$ cat src/rtl/regfile_write_queue_pkg.sv
// rtl/regfile_write_queue_pkg.sv - shared widths and write-request type for the register file write queue
package regfile_write_queue_pkg;

    localparam int ADDR_W   = 5;
    localparam int DATA_W   = 32;
    localparam int NUM_REGS = 32;

    // One pending register write: target address and data
    typedef struct packed {
        logic [ADDR_W-1:0] adrx;
        logic [DATA_W-1:0] data;
    } wr_req_t;

endpackage

$ cat src/rtl/regfile_fwd_select.sv
// rtl/regfile_fwd_select.sv - youngest-match forwarding select for one register file read port
module regfile_fwd_select
    import regfile_write_queue_pkg::*;
#(
    parameter int DEPTH = 4,
    parameter int PTR_W = $clog2(DEPTH)
)
(
    input  logic [ADDR_W-1:0] rd_adrx,
    input  wr_req_t           entries [DEPTH],
    input  logic [DEPTH-1:0]  valid,
    input  logic [PTR_W-1:0]  head,
    input  logic [PTR_W-1:0]  tail,
    input  logic [DATA_W-1:0] rf_data,
    output logic [DATA_W-1:0] rd_data
);

    // Scan from the youngest entry (tail-1) back to the oldest (head); the first hit wins
    always_comb begin : scan
        logic [PTR_W-1:0] idx;
        logic             found;
        logic             done;
        rd_data = rf_data;
        idx     = tail;
        found   = 1'b0;
        done    = 1'b0;
        for (int i = 0; i < DEPTH; i++) begin
            idx = idx - PTR_W'(1);
            if (!found && !done && valid[idx] && (entries[idx].adrx == rd_adrx)) begin
                rd_data = entries[idx].data;
                found   = 1'b1;
            end
            if (idx == head) begin
                done = 1'b1;
            end
        end
    end

endmodule

$ cat src/rtl/regfile_write_queue.sv
// rtl/regfile_write_queue.sv - in-order write buffer in front of the register file with read forwarding
module regfile_write_queue
    import regfile_write_queue_pkg::*;
#(
    parameter int DEPTH = 4
)
(
    input  logic                    clk,
    input  logic                    rst,
    input  logic                    reqValid,
    output logic                    reqReady,
    input  logic [ADDR_W-1:0]       reqAdrx,
    input  logic [DATA_W-1:0]       reqData,
    input  logic                    drainEn,
    output logic [ADDR_W-1:0]       writeAdrx,
    output logic [DATA_W-1:0]       writeData,
    output logic                    writeEn,
    input  logic [ADDR_W-1:0]       rdAdrx0,
    input  logic [ADDR_W-1:0]       rdAdrx1,
    input  logic [DATA_W-1:0]       rfData0,
    input  logic [DATA_W-1:0]       rfData1,
    output logic [DATA_W-1:0]       rdData0,
    output logic [DATA_W-1:0]       rdData1,
    output logic [$clog2(DEPTH):0]  count,
    output logic                    empty
);

    localparam int PTR_W = $clog2(DEPTH);
    localparam int CNT_W = PTR_W + 1;

    wr_req_t          entries [DEPTH];
    logic [DEPTH-1:0] valid;
    logic [PTR_W-1:0] head;
    logic [PTR_W-1:0] tail;
    logic             push;
    logic             pop;

    // Ready depends only on occupancy so a full queue never takes a request, even alongside a pop
    assign reqReady  = (count != CNT_W'(DEPTH));
    assign empty     = (count == '0);
    assign writeEn   = !empty && drainEn;
    assign writeAdrx = entries[head].adrx;
    assign writeData = entries[head].data;
    assign push      = reqValid && reqReady;
    assign pop       = writeEn;

    // Pointers, occupancy and per-entry valid bits; reset discards pending writes
    always_ff @(posedge clk or negedge rst) begin
        if (!rst) begin
            head  <= '0;
            tail  <= '0;
            count <= '0;
            valid <= '0;
        end else begin
            if (push) begin
                tail        <= tail + PTR_W'(1);
                valid[tail] <= 1'b1;
            end
            if (pop) begin
                head        <= head + PTR_W'(1);
                valid[head] <= 1'b0;
            end
            case ({push, pop})
                2'b10:   count <= count + CNT_W'(1);
                2'b01:   count <= count - CNT_W'(1);
                default: count <= count;
            endcase
        end
    end

    // Entry payload storage; meaning is carried by the valid bits so no reset is needed
    always_ff @(posedge clk) begin
        if (push) begin
            entries[tail] <= {reqAdrx, reqData};
        end
    end

    regfile_fwd_select #(
        .DEPTH (DEPTH),
        .PTR_W (PTR_W)
    ) u_fwd0 (
        .rd_adrx (rdAdrx0),
        .entries (entries),
        .valid   (valid),
        .head    (head),
        .tail    (tail),
        .rf_data (rfData0),
        .rd_data (rdData0)
    );

    regfile_fwd_select #(
        .DEPTH (DEPTH),
        .PTR_W (PTR_W)
    ) u_fwd1 (
        .rd_adrx (rdAdrx1),
        .entries (entries),
        .valid   (valid),
        .head    (head),
        .tail    (tail),
        .rf_data (rfData1),
        .rd_data (rdData1)
    );

endmodule

$ cat config.mk
export PLATFORM = sky130hd
export DESIGN_NAME = regfile_write_queue
export DESIGN_NICKNAME = d
export VERILOG_FILES = /design/src/rtl/regfile_write_queue_pkg.sv /design/src/rtl/regfile_fwd_select.sv /design/src/rtl/regfile_write_queue.sv
export SDC_FILE = /design/constraint.sdc
export NUM_CORES = 1
export LEC_CHECK = 0
export BUFFER_PORTS_ARGS = -buffer_cell sky130_fd_sc_hd__buf_2
export CAP_MARGIN = 25
export CORE_MARGIN = 3
export CORE_UTILIZATION = 50
export CTS_BUF_LIST = sky130_fd_sc_hd__clkbuf_4 sky130_fd_sc_hd__clkbuf_8
export CTS_CLUSTER_DIAMETER = 200
export DETAILED_ROUTE_END_ITERATION = 10
export PLACE_DENSITY = 0.72
export SLEW_MARGIN = 10
export SYNTH_ARGS = -nofsm -noshare
export SYNTH_HDL_FRONTEND = slang
export SYNTH_SLANG_ARGS = --single-unit
$ cat constraint.sdc
create_clock -name clk -period 14.5 [get_ports clk]
set_input_delay 1.45 -clock clk [delete_from_list [all_inputs] [get_ports clk]]
set_output_delay 1.45 -clock clk [all_outputs]
set_load 0.02 [all_outputs]
### After elaboration in Yosys (flattened, before gate mapping)

Index checks and enable logic that the tools add are counted.

| word-level totals | value |
|---|---|
| register bits after elaboration | 159 |
| input bits | 115 |
| output and inout bits | 107 |
| word-level logic and storage cells | 145 |

| operators by class | value |
|---|---|
| add/subtract/negate cells | 8 |
| $lt $le $gt $ge | 15 |
| eq/ne operators | 14 |
| muxes and demuxes | 50 |
| bitwise logic cells | 9 |
| reductions and logical operators | 37 |

Operators with widths:

| operator | count |
|---|---|
| $mux W37 | 11 |
| $bmux W37 S2 | 5 |
| $mux W32 | 8 |
| $bwmux W148 | 1 |
| $demux W37 S2 | 1 |
| $eq A5 B5 Y1 | 8 |
| $logic_and A1 B1 Y1 | 25 |
| $ge A3 B3 Y1 const B | 6 |
| $lt A2 B3 Y1 const B | 6 |
| $not A2 Y3 | 6 |
| $mux W1 | 15 |
| $logic_not A1 Y1 | 10 |
| $bmux W1 S2 | 4 |
| $mux W4 | 2 |
| $sub A2 B1 Y2 const B | 4 |
| $eq A2 B2 Y1 | 3 |
| $pmux W3 S2 | 1 |
| $add A2 B1 Y2 const B | 2 |
| $and A4 B4 Y4 | 1 |
| $demux W1 S2 | 2 |
| $ge A2 B1 Y1 const B | 2 |
| $not A4 Y4 | 1 |
| $or A4 B4 Y4 | 1 |
| $add A3 B1 Y3 const B | 1 |
| 7 further kinds | 7 |

### Logic depth before layout (Yosys ltp)

| depth | value |
|---|---|
| depth after elaboration | 23 |
| depth in mapped cells | 18 |
| gate-level depth less buffers | 10 |

### By module

A second synthesis with hierarchy kept.

| unflattened totals | value |
|---|---|
| cells, all modules | 1456 |
| area total of the unflattened synthesis | 15934.0 sq um |

Modules (own cells, without submodules):

| module | instances | cells each | area an instance (sq um) | sequential area each (sq um) |
|---|---|---|---|---|
| regfile_fwd_select | 2 | 606 | 4966.0 | 0.0 |
| regfile_write_queue | 1 | 244 | 6002.0 | 4719.5 |

### Least setup slack after synthesis

Ideal clock, no wire load.

| path | value |
|---|---|
| path kind | reg2out |
| from | register tail[0] |
| to | output rdData1[30] |
| arrival | 4501 ps |
| required time | 13050 ps |
| setup slack | 8549 ps |
| stages on the path, launching flop included | 17 |
| buffers on the path | 8 |
| path through | dfrtp_1 -> buf_2 -> inv_1 -> clkbuf_1 -> clkbuf_1 -> clkbuf_1 -> ha_1 -> buf_6 -> mux4_2 -> xnor2_1 -> nand2_1 -> or4b_1 -> buf_2 -> o2111a_1 -> buf_4 -> buf_6 -> o31ai_1 |

| on the way | value |
|---|---|
| longest elaborated chain between the ends | 23 |
| elaborated cells on any way between the ends | 61 |
| classes of those cells | add/sub: 4; eq/ne: 7; mux: 30; bitwise: 4; reduce/logical: 16 |

Ends and longest elaborated chain:

| element | RTL line | source |
|---|---|---|
| start: declaration | regfile_write_queue.sv:34 | `logic [PTR_W-1:0] tail;` |
| start signal: assignment | regfile_write_queue.sv:56 | `tail <= tail + PTR_W'(1);` |
| $sub A2 B1 Y2 * | regfile_fwd_select.sv:28 | `idx = idx - PTR_W'(1);` |
| $not A2 Y3 (not written as such) | regfile_fwd_select.sv:29, regfile_fwd_select.sv:30 |  |
| $bmux W37 S2 | regfile_fwd_select.sv:29, regfile_fwd_select.sv:30 |  |
| $mux W37 (not written as such) (2 in series) | regfile_fwd_select.sv:29 | `if (!found && !done && valid[idx] && (entries[idx].adrx == rd_adrx)) begin` |
| $eq A5 B5 Y1 | regfile_fwd_select.sv:29 |  |
| $logic_and A1 B1 Y1 | regfile_fwd_select.sv:29 |  |
| $mux W1 | regfile_fwd_select.sv:29 |  |
| $logic_not A1 Y1 | regfile_fwd_select.sv:29 |  |
| $logic_and A1 B1 Y1 (3 in series) | regfile_fwd_select.sv:29 |  |
| $mux W1 | regfile_fwd_select.sv:29 |  |
| $logic_not A1 Y1 | regfile_fwd_select.sv:29 |  |
| $logic_and A1 B1 Y1 (3 in series) | regfile_fwd_select.sv:29 |  |
| $mux W1 | regfile_fwd_select.sv:29 |  |
| $logic_not A1 Y1 | regfile_fwd_select.sv:29 |  |
| $logic_and A1 B1 Y1 (3 in series) | regfile_fwd_select.sv:29 |  |
| $mux W32 * | regfile_fwd_select.sv:29 |  |
| end: declaration | regfile_write_queue.sv:23 | `output logic [DATA_W-1:0] rdData1,` |

Mark *: on every way between the ends. The rest lies on a longest branch, timed or not. The select of a mux whose other input is x is not followed.

### Worst setup path in the final report

| path | value |
|---|---|
| from | register tail[0] |
| to | output rdData1[27] |

Same word-level chain as after synthesis.

==> impl_metrics.toml <==
[global_route]
grt_use_met2_pct = 45.3
grt_pass1_vias = 10400
overflow = 0
grt_start_max_net_pins = 88
busiest_layer = "met2"
grt_usage_pct = 26.9
met3_usage_pct = 5.11
grtUsageMet1_pct = 35.4
grt_pass1_wl_um = 56500
antenna_found_initial = 6

[timing]
max_freq_mhz = 132
worst_pin_slew_ps = 1080
setup-violations-final = 0
report.final.slew_viol_count = 0
min_period_ps = 7590
hold_violations = 0
period_share_pct = 52.3
fin_skew_ps = 16.4
relSlewSlack_pct = 27.8
rsz0062_at_grt = "no"
setup_tns_ps = 0

[setup_path]
cp_slowest_cell = "o2111a_4"
cp-start-kind = "flip-flop"
r2r_slack_ps = 11890
worstPathArrival_ps = 6140
crit_chain = "inv_4 > ha_4 > buf_4 > buf_16 > xor2_1 > nand2_1 > a31oi_1 > or4b_2 > o2111a_4 > nand2_1 > o31ai_2 > buf_2"
cp_max_fo = 64
cp_common_cell = "nand2_1"
crit_path_end_kind = "output port"
criticalPathCategory = "flip-flop to output port"
cp.required_ps = 13050
crit_family = "compound AO/OA/AOI/OAI gates"
critical_path.max_stage_delay_ps = 960
path_buf_inv = 4

[power_and_ir_drop]
p_seq_share_pct = 21.5
total_power_mw = 3.41
pwr_density_cell_mw_per_mm2 = 237
swShare_pct = 49.2
vdd_ir_drop_max_mv = 0.157
p_clk_share_pct = 9.7
p_comb_share_pct = 68.8
switchingPower_mw = 1.68
p_int_mw = 1.73
p_leak_nw = 5.59

[placement]
gp_congestion = 0.894
place_hpwl_um = 25400
portBuffers = 221

[clock_tree]
cts_tree = "yes"
clockBufferDepth = 2
cts_setup_buffers = 0
hold_buffers = 0
cts_root_buf = "clkbuf_8"
ctsResizeCount = 0
clkTransAtPathRegs_ps = 80
cts_sinks = 159
htreeDepth = 4
clkLatencyLatePin_ps = 470
cts_buffers = 17

[detailed_routing]
drt_iter0_markers = 1287
via_count = 10800
remaining_drc_errors = 0
firstDrtPassIters = 8
post_drt_wl_per_cell_um = 21.8
ant_nets = 0
vias_per_cell = 6.27
wl_um = 37600

[yosys]
synth_mux_area_share_pct = 29.1
yosys_warnings = 0
synth-simple-area-share_pct = 11.2
yosys_register_bits = 159
synth_area_sq_mm = 0.0127
post_synth_fa_ha_maj_area_fraction_pct = 1.04
synth.distinct_cells = 46
synth_cells = 1239
postSynthNetCount = 1364
synth_compound_area_share_pct = 13.0
postSynthAreaPerCell_sq_um = 10.3
postSynth.asyncResetShare_pct = 6.92
synth_top_family_by_area = "multiplexers"
seq_area_frac_synth_pct = 37.1
synth_xor_area_share_pct = 3.62
synth_edf_count = 148
synthFlopType = "edfxtp_1"

[final_layout]
area_growth_pct = 13.4
multi_input_area_sq_mm = 0.00746
fin_nets = 1513
fillers = 2124
drive_gt1_share_pct = 33.3
seqCellArea_sq_mm = 0.00473
utilization_pct = 58.4

[run_status]
status = "complete, no violations"

[min_path]
min-delay-path-class = "flip-flop to flip-flop"

[floorplan]
die_w_um = 165
rows = 57
start_util_pct = 51.5
coreArea_sq_mm = 0.0247
die-height_um = 165
ios = 222
dieArea_sq_mm = 0.0274

[job]
maxCapViolCount = 0
worst paths after layout:
path	cells after the start	start	endpoint
max	12	tail[0]$_DFFE_PN0P_	rdData1[27]
min	1	count[0]$_DFFE_PN0P_	count[0]$_DFFE_PN0P_
max reg2reg	6	tail[0]$_DFFE_PN0P_	tail[1]$_DFFE_PN0P_
min reg2reg	1	count[0]$_DFFE_PN0P_	count[0]$_DFFE_PN0P_
max in group asynchronous	1	rst	head[1]$_DFFE_PN0P_
min in group asynchronous	1	rst	count[1]$_DFFE_PN0P_
metrics by stage:
step	worst slack, ps	hold WS, ps	instance area, sq um	std cells
finish	6910	522	14400	1728
global route	6610	563	14400	1727
CTS	6700	528	14400	1723
detailed placement	7210	513	14000	1692
global placement	7340	511	14000	1691
floorplan	8550	517	12700	1239
worst reg2reg max path, stage by stage (launching register included):
cell and delay [ps]:
dfrtp_4 820, inv_4 270, ha_4 540, buf_4 350
buf_16 340, nand2_1 150, o21ai_0 80
power groups by stage:
stage                     combinational, mW  sequential, mW  clock, mW
after floorplan                        1.80           0.673          0
after global placement                 2.26           0.736          0
after detailed placement               2.30           0.745          0
after CTS                              2.31           0.734      0.337
after global routing                   2.51           0.752      0.356
final                                  2.35           0.734      0.333
per-layer routing:
| layer | up-vias | wire [um] | share of wire, % |
|---|---|---|---|
| li1 | 4941 | - | - |
| met1 | 5188 | 14900 | 40 |
| met4 | 6 | 941 | 2.5 |
| met2 | 611 | 18200 | 48 |
| met5 | - | 40 | 0.11 |
| met3 | 89 | 3490 | 9.3 |
logic make-up (layout without fill, tap and decap cells):
family | Yosys count | after routing
AOI/OAI and AO/OA | 246 | 246
adders and majority gates | 10 | 10
and+or+nand+nor | 341 | 341
DFF | 159 | 159
muxes | 286 | 286
other | 0 | 4
buffers and inverters | 146 | 307
xor gates and xnor gates | 51 | 51
final cells by class:
class / instances / share of cell area (%)
Timing Repair Buffer: 238 / 8.84
Tap cell: 324 / 2.81
Sequential cell: 159 / 32.8
Inverter: 38 / 1.01
Antenna cell: 4 / 0.0695
Multi-Input combinational cell: 934 / 51.7
Clock buffer: 17 / 1.62
Clock inverter: 14 / 1.09
sequential cells by signal, indices dropped and copies added, names as in the netlist:
register and flops:
count 3, valid 4, entries 148, head 2
tail 2
cells in the mapped netlist (2+ instances only):
cell / instances / area, sq um
edfxtp_1: 148 / 4440
nand2_1: 111 / 417
nand3_1: 3 / 15.0
mux4_2: 57 / 1280
o211ai_1: 31 / 233
inv_1: 38 / 143
nor2b_1: 3 / 18.8
dfrtp_1: 11 / 275
a211oi_1: 2 / 15.0
xor2_1: 21 / 184
nor3_1: 37 / 185
or4b_1: 2 / 20.0
clkbuf_1: 60 / 225
o31ai_2: 27 / 338
mux2i_1: 136 / 1360
or3_1: 2 / 12.5
a2bb2oi_1: 4 / 35.0
nand4_1: 4 / 25.0
xnor2_1: 29 / 254
a31oi_1: 33 / 206
buf_2: 23 / 115
o21ai_0: 36 / 180
buf_6: 5 / 56.3
o31a_1: 3 / 26.3
mux2_2: 93 / 1050
buf_1: 19 / 71.3
a21oi_1: 67 / 335
nor4_1: 2 / 12.5
nor2_1: 161 / 604
and2_1: 4 / 25.0
o22ai_1: 34 / 213
o31ai_1: 5 / 37.5
and3_1: 7 / 43.8
ha_1: 9 / 113
placed cells by master (no fill, tap or decap), types with 17 or more instances in the layout:
cell type,count
buf_2,221
xnor2_1,29
inv_1,37
o31ai_2,27
mux2i_1,136
nor2_1,160
nor3_1,37
o22ai_1,33
mux4_2,57
clkbuf_8,17
edfxtp_1,148
a21oi_1,67
mux2_2,93
o211ai_1,31
nand2_1,110
o21ai_0,36
a31oi_1,33
xor2_1,20
Note: power is estimated with default switching activity, not from simulation.
